$ cat config.mk
export PLATFORM = sky130hd
export DESIGN_NAME = rr_arbiter_4
export DESIGN_NICKNAME = d
export VERILOG_FILES = /design/src/rtl/arb_pkg.sv /design/src/rtl/onehot_enc_4_to_2.sv /design/src/rtl/rr_arbiter_4.sv
export SDC_FILE = /design/constraint.sdc
export NUM_CORES = 1
export LEC_CHECK = 0
export BUFFER_PORTS_ARGS = -buffer_cell sky130_fd_sc_hd__buf_2
export CAP_MARGIN = 30
export CELL_PAD_IN_SITES_DETAIL_PLACEMENT = 1
export CELL_PAD_IN_SITES_GLOBAL_PLACEMENT = 1
export CORE_AREA = 2 2 40 42
export DETAILED_ROUTE_END_ITERATION = 8
export DIE_AREA = 0 0 42 44
export GPL_TIMING_DRIVEN = 0
export PLACE_DENSITY_LB_ADDON = 0.2
export SLEW_MARGIN = 10
export SYNTH_ARGS = -nofsm -noshare
export SYNTH_HDL_FRONTEND = slang
export SYNTH_HIERARCHICAL = 1
export SYNTH_SLANG_ARGS = --single-unit
$ cat constraint.sdc
create_clock -name clk -period 1.25 [get_ports clk]
set_input_delay 0 -clock clk [delete_from_list [all_inputs] [get_ports clk]]
set_output_delay 0 -clock clk [all_outputs]
set_load 0.02 [all_outputs]
$ cat src/rtl/arb_pkg.sv
// Shared types and the rotating-priority pick used by the 4-way round-robin arbiter.
package arb_pkg;

  localparam int N_REQ = 4;
  localparam int IDX_W = 2;

  typedef enum logic {
    IDLE  = 1'b0,
    GRANT = 1'b1
  } arb_state_e;

  // First set bit strictly after last, wrapping; returns last when req is empty.
  function automatic logic [IDX_W-1:0] rr_pick(input logic [N_REQ-1:0] req,
                                               input logic [IDX_W-1:0] last);
    logic [IDX_W-1:0] idx;
    logic             found;
    rr_pick = last;
    found   = 1'b0;
    for (int k = 1; k <= N_REQ; k++) begin
      idx = last + IDX_W'(k);
      if (!found && req[idx]) begin
        rr_pick = idx;
        found   = 1'b1;
      end
    end
  endfunction

endpackage

$ cat src/rtl/onehot_enc_4_to_2.sv
// One-hot to binary encoder; an all-zero input encodes to 0.
module onehot_enc_4_to_2
  import arb_pkg::*;
(
  input  logic [N_REQ-1:0] oh,
  output logic [IDX_W-1:0] idx
);

  assign idx[1] = oh[3] | oh[2];
  assign idx[0] = oh[3] | oh[1];

endmodule

$ cat src/rtl/rr_arbiter_4.sv
// Round-robin arbiter for 4 requesters with grant lock and optional hold-timeout preemption.
module rr_arbiter_4
  import arb_pkg::*;
#(
  parameter int HOLD_MAX = 0,
  parameter int CNT_W    = 8
) (
  input  logic             clk,
  input  logic             rst_n,
  input  logic [N_REQ-1:0] req,
  output logic [N_REQ-1:0] gnt,
  output logic [IDX_W-1:0] gnt_idx,
  output logic             gnt_valid,
  output logic             preempt
);

  // With preemption disabled the counter just saturates at its maximum.
  localparam logic [CNT_W-1:0] HOLD_LIM = (HOLD_MAX > 0) ? CNT_W'(HOLD_MAX) : '1;

  arb_state_e       state_q, state_d;
  logic [N_REQ-1:0] gnt_q, gnt_d;
  logic [IDX_W-1:0] last_q, last_d;
  logic [CNT_W-1:0] hold_q, hold_d;
  logic             preempt_q, preempt_d;
  logic [IDX_W-1:0] sel;
  logic             owner_req, others_req;

  always_ff @(posedge clk) begin
    if (!rst_n) begin
      state_q   <= IDLE;
      gnt_q     <= '0;
      last_q    <= IDX_W'(N_REQ - 1);
      hold_q    <= '0;
      preempt_q <= 1'b0;
    end else begin
      state_q   <= state_d;
      gnt_q     <= gnt_d;
      last_q    <= last_d;
      hold_q    <= hold_d;
      preempt_q <= preempt_d;
    end
  end

  assign owner_req  = |(req & gnt_q);
  assign others_req = |(req & ~gnt_q);

  always_comb begin
    state_d   = state_q;
    gnt_d     = gnt_q;
    last_d    = last_q;
    hold_d    = hold_q;
    preempt_d = 1'b0;
    sel       = rr_pick(req, last_q);
    case (state_q)
      IDLE: begin
        gnt_d = '0;
        if (|req) begin
          gnt_d   = N_REQ'(1) << sel;
          last_d  = sel;
          hold_d  = CNT_W'(1);
          state_d = GRANT;
        end
      end
      GRANT: begin
        // Release wins over a coincident timeout, so no preempt pulse then.
        if (!owner_req) begin
          gnt_d   = '0;
          hold_d  = '0;
          state_d = IDLE;
        end else if ((HOLD_MAX > 0) && (hold_q == HOLD_LIM) && others_req) begin
          gnt_d     = '0;
          hold_d    = '0;
          preempt_d = 1'b1;
          state_d   = IDLE;
        end else if (hold_q != HOLD_LIM) begin
          hold_d = hold_q + CNT_W'(1);
        end
      end
      default: begin
        gnt_d   = '0;
        state_d = IDLE;
      end
    endcase
  end

  onehot_enc_4_to_2 u_enc (
    .oh  (gnt_q),
    .idx (gnt_idx)
  );

  assign gnt       = gnt_q;
  assign gnt_valid = |gnt_q;
  assign preempt   = preempt_q;

endmodule

# --- Word level (Yosys, flattened, before mapping) ---
# Cells that the tools add are included.
classes:
  n_addsub: 3
  n_lt_le_gt_ge: 4
  n_eq_ne: 1
  shift: 1
  muxes: 21
  bitwise: 4
  reduce_logical: 10
ops:
  columns: ["cell", "count"]
  rows:
  - ["$lt 2x3->1 const B", 4]
  - ["$reduce_or 4->1", 3]
  - ["$mux 1", 9]
  - ["$bmux 1 s2", 4]
  - ["$mux 2", 4]
  - ["$mux 4", 2]
  - ["$pmux 4 s2", 1]
  - ["$add 2x2->2 const B", 2]
  - ["$and 4x4->4", 1]
  - ["$shl 1x2->4 const A", 1]
  - ["$logic_and 1x1->1", 3]
  - ["$logic_not 1->1", 3]
  - ["$add 2x1->2 const B", 1]
  - ["$ne 2x2->1 const B", 1]
  - ["$or 1x1->1", 2]
  - ["$pmux 1 s2", 1]
  - ["$reduce_and 2->1", 1]
  - ["$not 1->1", 1]
totals:
  register_bits: 7
  inputBits: 6
  output_inout_bits: 8
  wordCells: 47

# --- Depth between registers and ports, before layout ---
logic_depth:
  depth_word: 16
  depth_mapped: 4
  mapped_depth_nobuf: 4

# --- Modules after synthesis ---
# Netlist, hierarchy kept.
modules_own_cells:
  columns: ["module", "instances", "cells_each", "area_per_inst_um2", "seq_area_each_um2"]
  rows:
  - ["rr_arbiter_4", 1, 42, 367.9, 140.1]
  - ["onehot_enc_4_to_2", 1, 2, 12.5, 0.0]

# --- Worst setup path before layout ---
# No wires, ideal clock.
synth_timing:
  path_type: "register -> register"
  from: "register last_q[0]"
  to: "register gnt_q[1], in the netlist gnt[1]"
  setup_time_ps: 117
  arrival_ps: 1111
  t_required_ps: 1133
  setup_slack_ps: 21
  stages_incl_launch_ff: 5
  n_path_buf: 0
  synth_period_minus_slack_ps: 1229
  cell_sequence: "dfxtp_1 nor2b_1 a211o_1 a22o_1 a32o_1"
synth_between:
  elab_chain_cells: 16
  elab_cells_between_ends: 27
  cone_classes: "add/sub: 3; shift: 1; mux: 17; reduce/logical: 6"
synth_rtl:
  columns: ["element", "line", "text"]
  rows:
  - ["from (decl)", "rr_arbiter_4.sv:22", "logic [IDX_W-1:0] last_q, last_d;"]
  - ["from (signal assigned)", "rr_arbiter_4.sv:32", "last_q <= IDX_W'(N_REQ - 1);"]
  - ["from (signal assigned)", "rr_arbiter_4.sv:38", "last_q <= last_d;"]
  - ["$add 2x1->2", "arb_pkg.sv:20", "idx = last + IDX_W'(k);"]
  - ["$bmux 1 s2", "arb_pkg.sv:21", "if (!found && req[idx]) begin"]
  - ["$mux 1 (implied by the code)", "arb_pkg.sv:21", null]
  - ["$mux 1", "arb_pkg.sv:21", null]
  - ["$logic_not 1->1", "arb_pkg.sv:21", null]
  - ["$logic_and 1x1->1", "arb_pkg.sv:21", null]
  - ["$mux 1", "arb_pkg.sv:21", null]
  - ["$logic_not 1->1", "arb_pkg.sv:21", null]
  - ["$logic_and 1x1->1", "arb_pkg.sv:21", null]
  - ["$mux 1", "arb_pkg.sv:21", null]
  - ["$logic_not 1->1", "arb_pkg.sv:21", null]
  - ["$logic_and 1x1->1", "arb_pkg.sv:21", null]
  - ["$mux 2 *", "arb_pkg.sv:21", null]
  - ["$shl 1x2->4 *", "rr_arbiter_4.sv:58", "gnt_d = N_REQ'(1) << sel;"]
  - ["$mux 4 *", "rr_arbiter_4.sv:57", "if (|req) begin"]
  - ["$pmux 4 s2 *", "rr_arbiter_4.sv:54", "case (state_q)"]
  - ["to (signal assigned)", "rr_arbiter_4.sv:37", "gnt_q <= gnt_d;"]
  - ["to (decl)", "rr_arbiter_4.sv:21", "logic [N_REQ-1:0] gnt_q, gnt_d;"]
# Mark *: on every way between the ends. The rest lies on a longest branch, timed or not. The select of a mux whose other input is x is not followed.
# A chain may end at the register's enable or synchronous reset.

# --- Worst setup path after layout ---
layout_timing:
  from: "register gnt_q[2], in the netlist gnt[2]"
  to: "output port gnt_valid"
layout_between:
  elab_chain_cells: 1
layout_rtl:
  columns: ["element", "line", "text"]
  rows:
  - ["$reduce_or 4->1", "rr_arbiter_4.sv:92", "assign gnt_valid = |gnt_q;"]
  - ["to (decl)", "rr_arbiter_4.sv:13", "output logic gnt_valid,"]
# No other way between the ends.

==> results.json <==
{
  "avgSynthCellArea_um2": 8.645,
  "crit_arrival_ns": 1.24,
  "ys_types": 24,
  "antenna_found_initial": 0,
  "drive_above_1_share": 0.4000,
  "rsz0062_at_grt": "yes",
  "ir_drop_v": 0.0005230,
  "clock_latency_ns": 0.25,
  "die_w_um": 42,
  "synthCells": 44,
  "holdWs_ns": 0.2455,
  "worstHoldStart": "req[0]",
  "clockBufferDepth": 2,
  "path_class": "flip-flop to primary output",
  "io_pins": 14,
  "dr.pass1.iters": 4,
  "fill_cells": 185,
  "async_flop_share": 0,
  "r2r_cells": 3,
  "rrSetupSlack_ns": 0.02,
  "grt_start_max_net_pins": 7,
  "fin_tns_setup_ns": 0,
  "grt_pass1_vias": 377,
  "antenna_cells": 0,
  "dp_hpwl_um": 785.5,
  "maxCapViolCount": 0,
  "critPathLaunchType": "flip-flop",
  "fin_util": 0.3862,
  "row_count": 14,
  "postRouteWirelength_um": 1064,
  "hold_depth": 4,
  "yosysWarningCount": 6,
  "grt_pass1_wl_um": 1649,
  "crit_fanout": 3,
  "cts_buffers": 3,
  "setup_violations": 0,
  "wl_per_cell_um": 13.14,
  "initial_core_util": 0.2681,
  "cts.htree.levels": 1,
  "slew_violations": 0,
  "fmax_mhz": 804.0,
  "required_ns": 1.25,
  "antenna_left": 0,
  "die_y_um": 44,
  "leakagePower_nw": 0.2586,
  "drc": 0,
  "numClockSinks": 7,
  "io_buffers": 12,
  "synth_area_um2": 380.4,
  "num_vias": 421,
  "period_needed_ns": 1.244,
  "cts_tree": "yes",
  "synthFlopType": "dfxtp_1",
  "instances_no_fill": 81,
  "placedCellCount": 72,
  "core_area_um2": 1419,
  "ys_ff_latch": 7,
  "synth_edf_count": 0,
  "post-route-period-util": 0.9951,
  "power.total_mw": 0.7402,
  "drt_iter0_drc": 1,
  "holdPathEnd": "last_q[0]",
  "clock-root-buffer": "clkbuf_4",
  "die_area_um2": 1848,
  "grt-ovfl-total": 0,
  "viasPerCell": 5.198,
  "clkTransAtPathRegs_ns": 0.05,
  "crit_path_end_kind": "primary output",
  "clock_skew_ns": 0.003215,
  "r2r_end": "gnt[1]",
  "hold_path_class": "primary input to flip-flop",
  "track_usage": 0.1229,
  "synth-seq-area-share": 0.3684,
  "place.gp.congestion": 0.6926,
  "syn_to_final_growth_pct": 44.08,
  "power.density_nw_per_um2": 1351,
  "outcome": "complete, no violations",
  "r2r-start": "last_q[1]",
  "hold_viol": 0,
  "synth_nets": 50,
  "final_net_count": 72
}
what timing repair did:
| item | CTS | global route |
|---|---|---|
| resized for setup | 6 | 4 |
| pin swaps | 1 | 0 |
| hold endpoints to repair | 2 | 0 |
| buffers inserted | 2 | 2 |
| hold buffers | 1 | 0 |
| endpoints found under the setup margin | 5 | 5 |
power by group:
part           switching, mW  internal (mW)
Sequential            0.0269          0.250
Clock                 0.0818          0.122
Combinational          0.133          0.126
Total                  0.242          0.498
placed cells by master, fill, tap and decap left out:
cell           instances
dfxtp_4                1
clkbuf_4               3
a22o_1                 1
clkbuf_1               1
or4_4                  1
o21ai_0                2
inv_1                  1
buf_4                  5
nor2_1                 3
or2b_1                 1
and2_4                 1
buf_6                  1
and2_1                 1
dfxtp_1                4
dfxtp_2                2
o211ai_1               1
a211o_1                1
a32o_1                 4
nand3_1                3
nand2_1                1
o21a_1                 1
a22oi_1                3
a21boi_1               1
nor3_1                 1
a21o_1                 2
buf_2                 11
a21oi_1                2
nand2b_1               1
dlygate4sd3_1          1
nor2b_2                1
or2_1                  2
conb_1                 1
Yosys cell counts (2+ instances only):
cell	count	area (um2)
a22oi_1	3	22.52
o21ai_0	2	10.01
a32o_1	4	40.04
a21o_1	2	15.01
nor2_1	3	11.26
a21oi_1	2	10.01
and2_1	2	12.51
or2_1	2	12.51
nand3_1	3	15.01
dfxtp_1	7	140.1
worst max-delay path by stage:
stage                end  cells past startpoint  startpoint
3_3_place_gp      gnt[3]                      4   last_q[0]
4_1_cts        gnt_valid                      2      gnt[2]
3_5_place_dp      gnt[1]                      4   last_q[0]
5_1_grt           gnt[1]                      3   last_q[1]
6_report       gnt_valid                      2      gnt[2]
2_1_floorplan     gnt[1]                      4   last_q[0]
cells by family after synthesis:
family	Yosys count	share of synthesized area
compound gates	18	0.3619
simple gates	16	0.2303
flops	7	0.3684
buf+inv	2	0.02960
other cells	1	0.009859
final cells by class:
type | instances | area [um2] | share of cell area
Sequential cell | 7 | 146.4 | 0.2671
Multi-Input combinational cell | 35 | 237.7 | 0.4338
Tap cell | 16 | 20.02 | 0.03653
Clock buffer | 4 | 26.28 | 0.04795
Buffer | 1 | 7.507 | 0.01370
Inverter | 1 | 3.754 | 0.006849
Timing Repair Buffer | 17 | 106.4 | 0.1941
flip-flops by register name (all words and copies together), names as in the netlist:
| name | count |
|---|---|
| gnt | 4 |
| last_q | 2 |
| state_q | 1 |
per-stage QoR:
step | instance area [um2] | setup WS (ns)
after floorplan | 380.4 | 0.02129
after global placement | 460.4 | -0.09466
after detailed placement | 460.4 | -0.09042
after CTS | 525.5 | -0.006698
after global routing | 548.0 | -0.02961
final | 548.0 | 0.006151
critical path, cell delays in order, from the launching register on:
cell	delay (ns)
dfxtp_2	0.32
or4_4	0.53
buf_6	0.15
per-layer routing:
metal | track usage | vias up | part of all wire
met5 | 0 | - | 0
met4 | 0.09677 | 0 | 0
met3 | 0.01667 | 0 | 0.035
met2 | 0.1750 | 8 | 0.51
met1 | 0.1662 | 204 | 0.46
li1 | - | 209 | -
No activity file was read; power rests on OpenSTA's default activity.
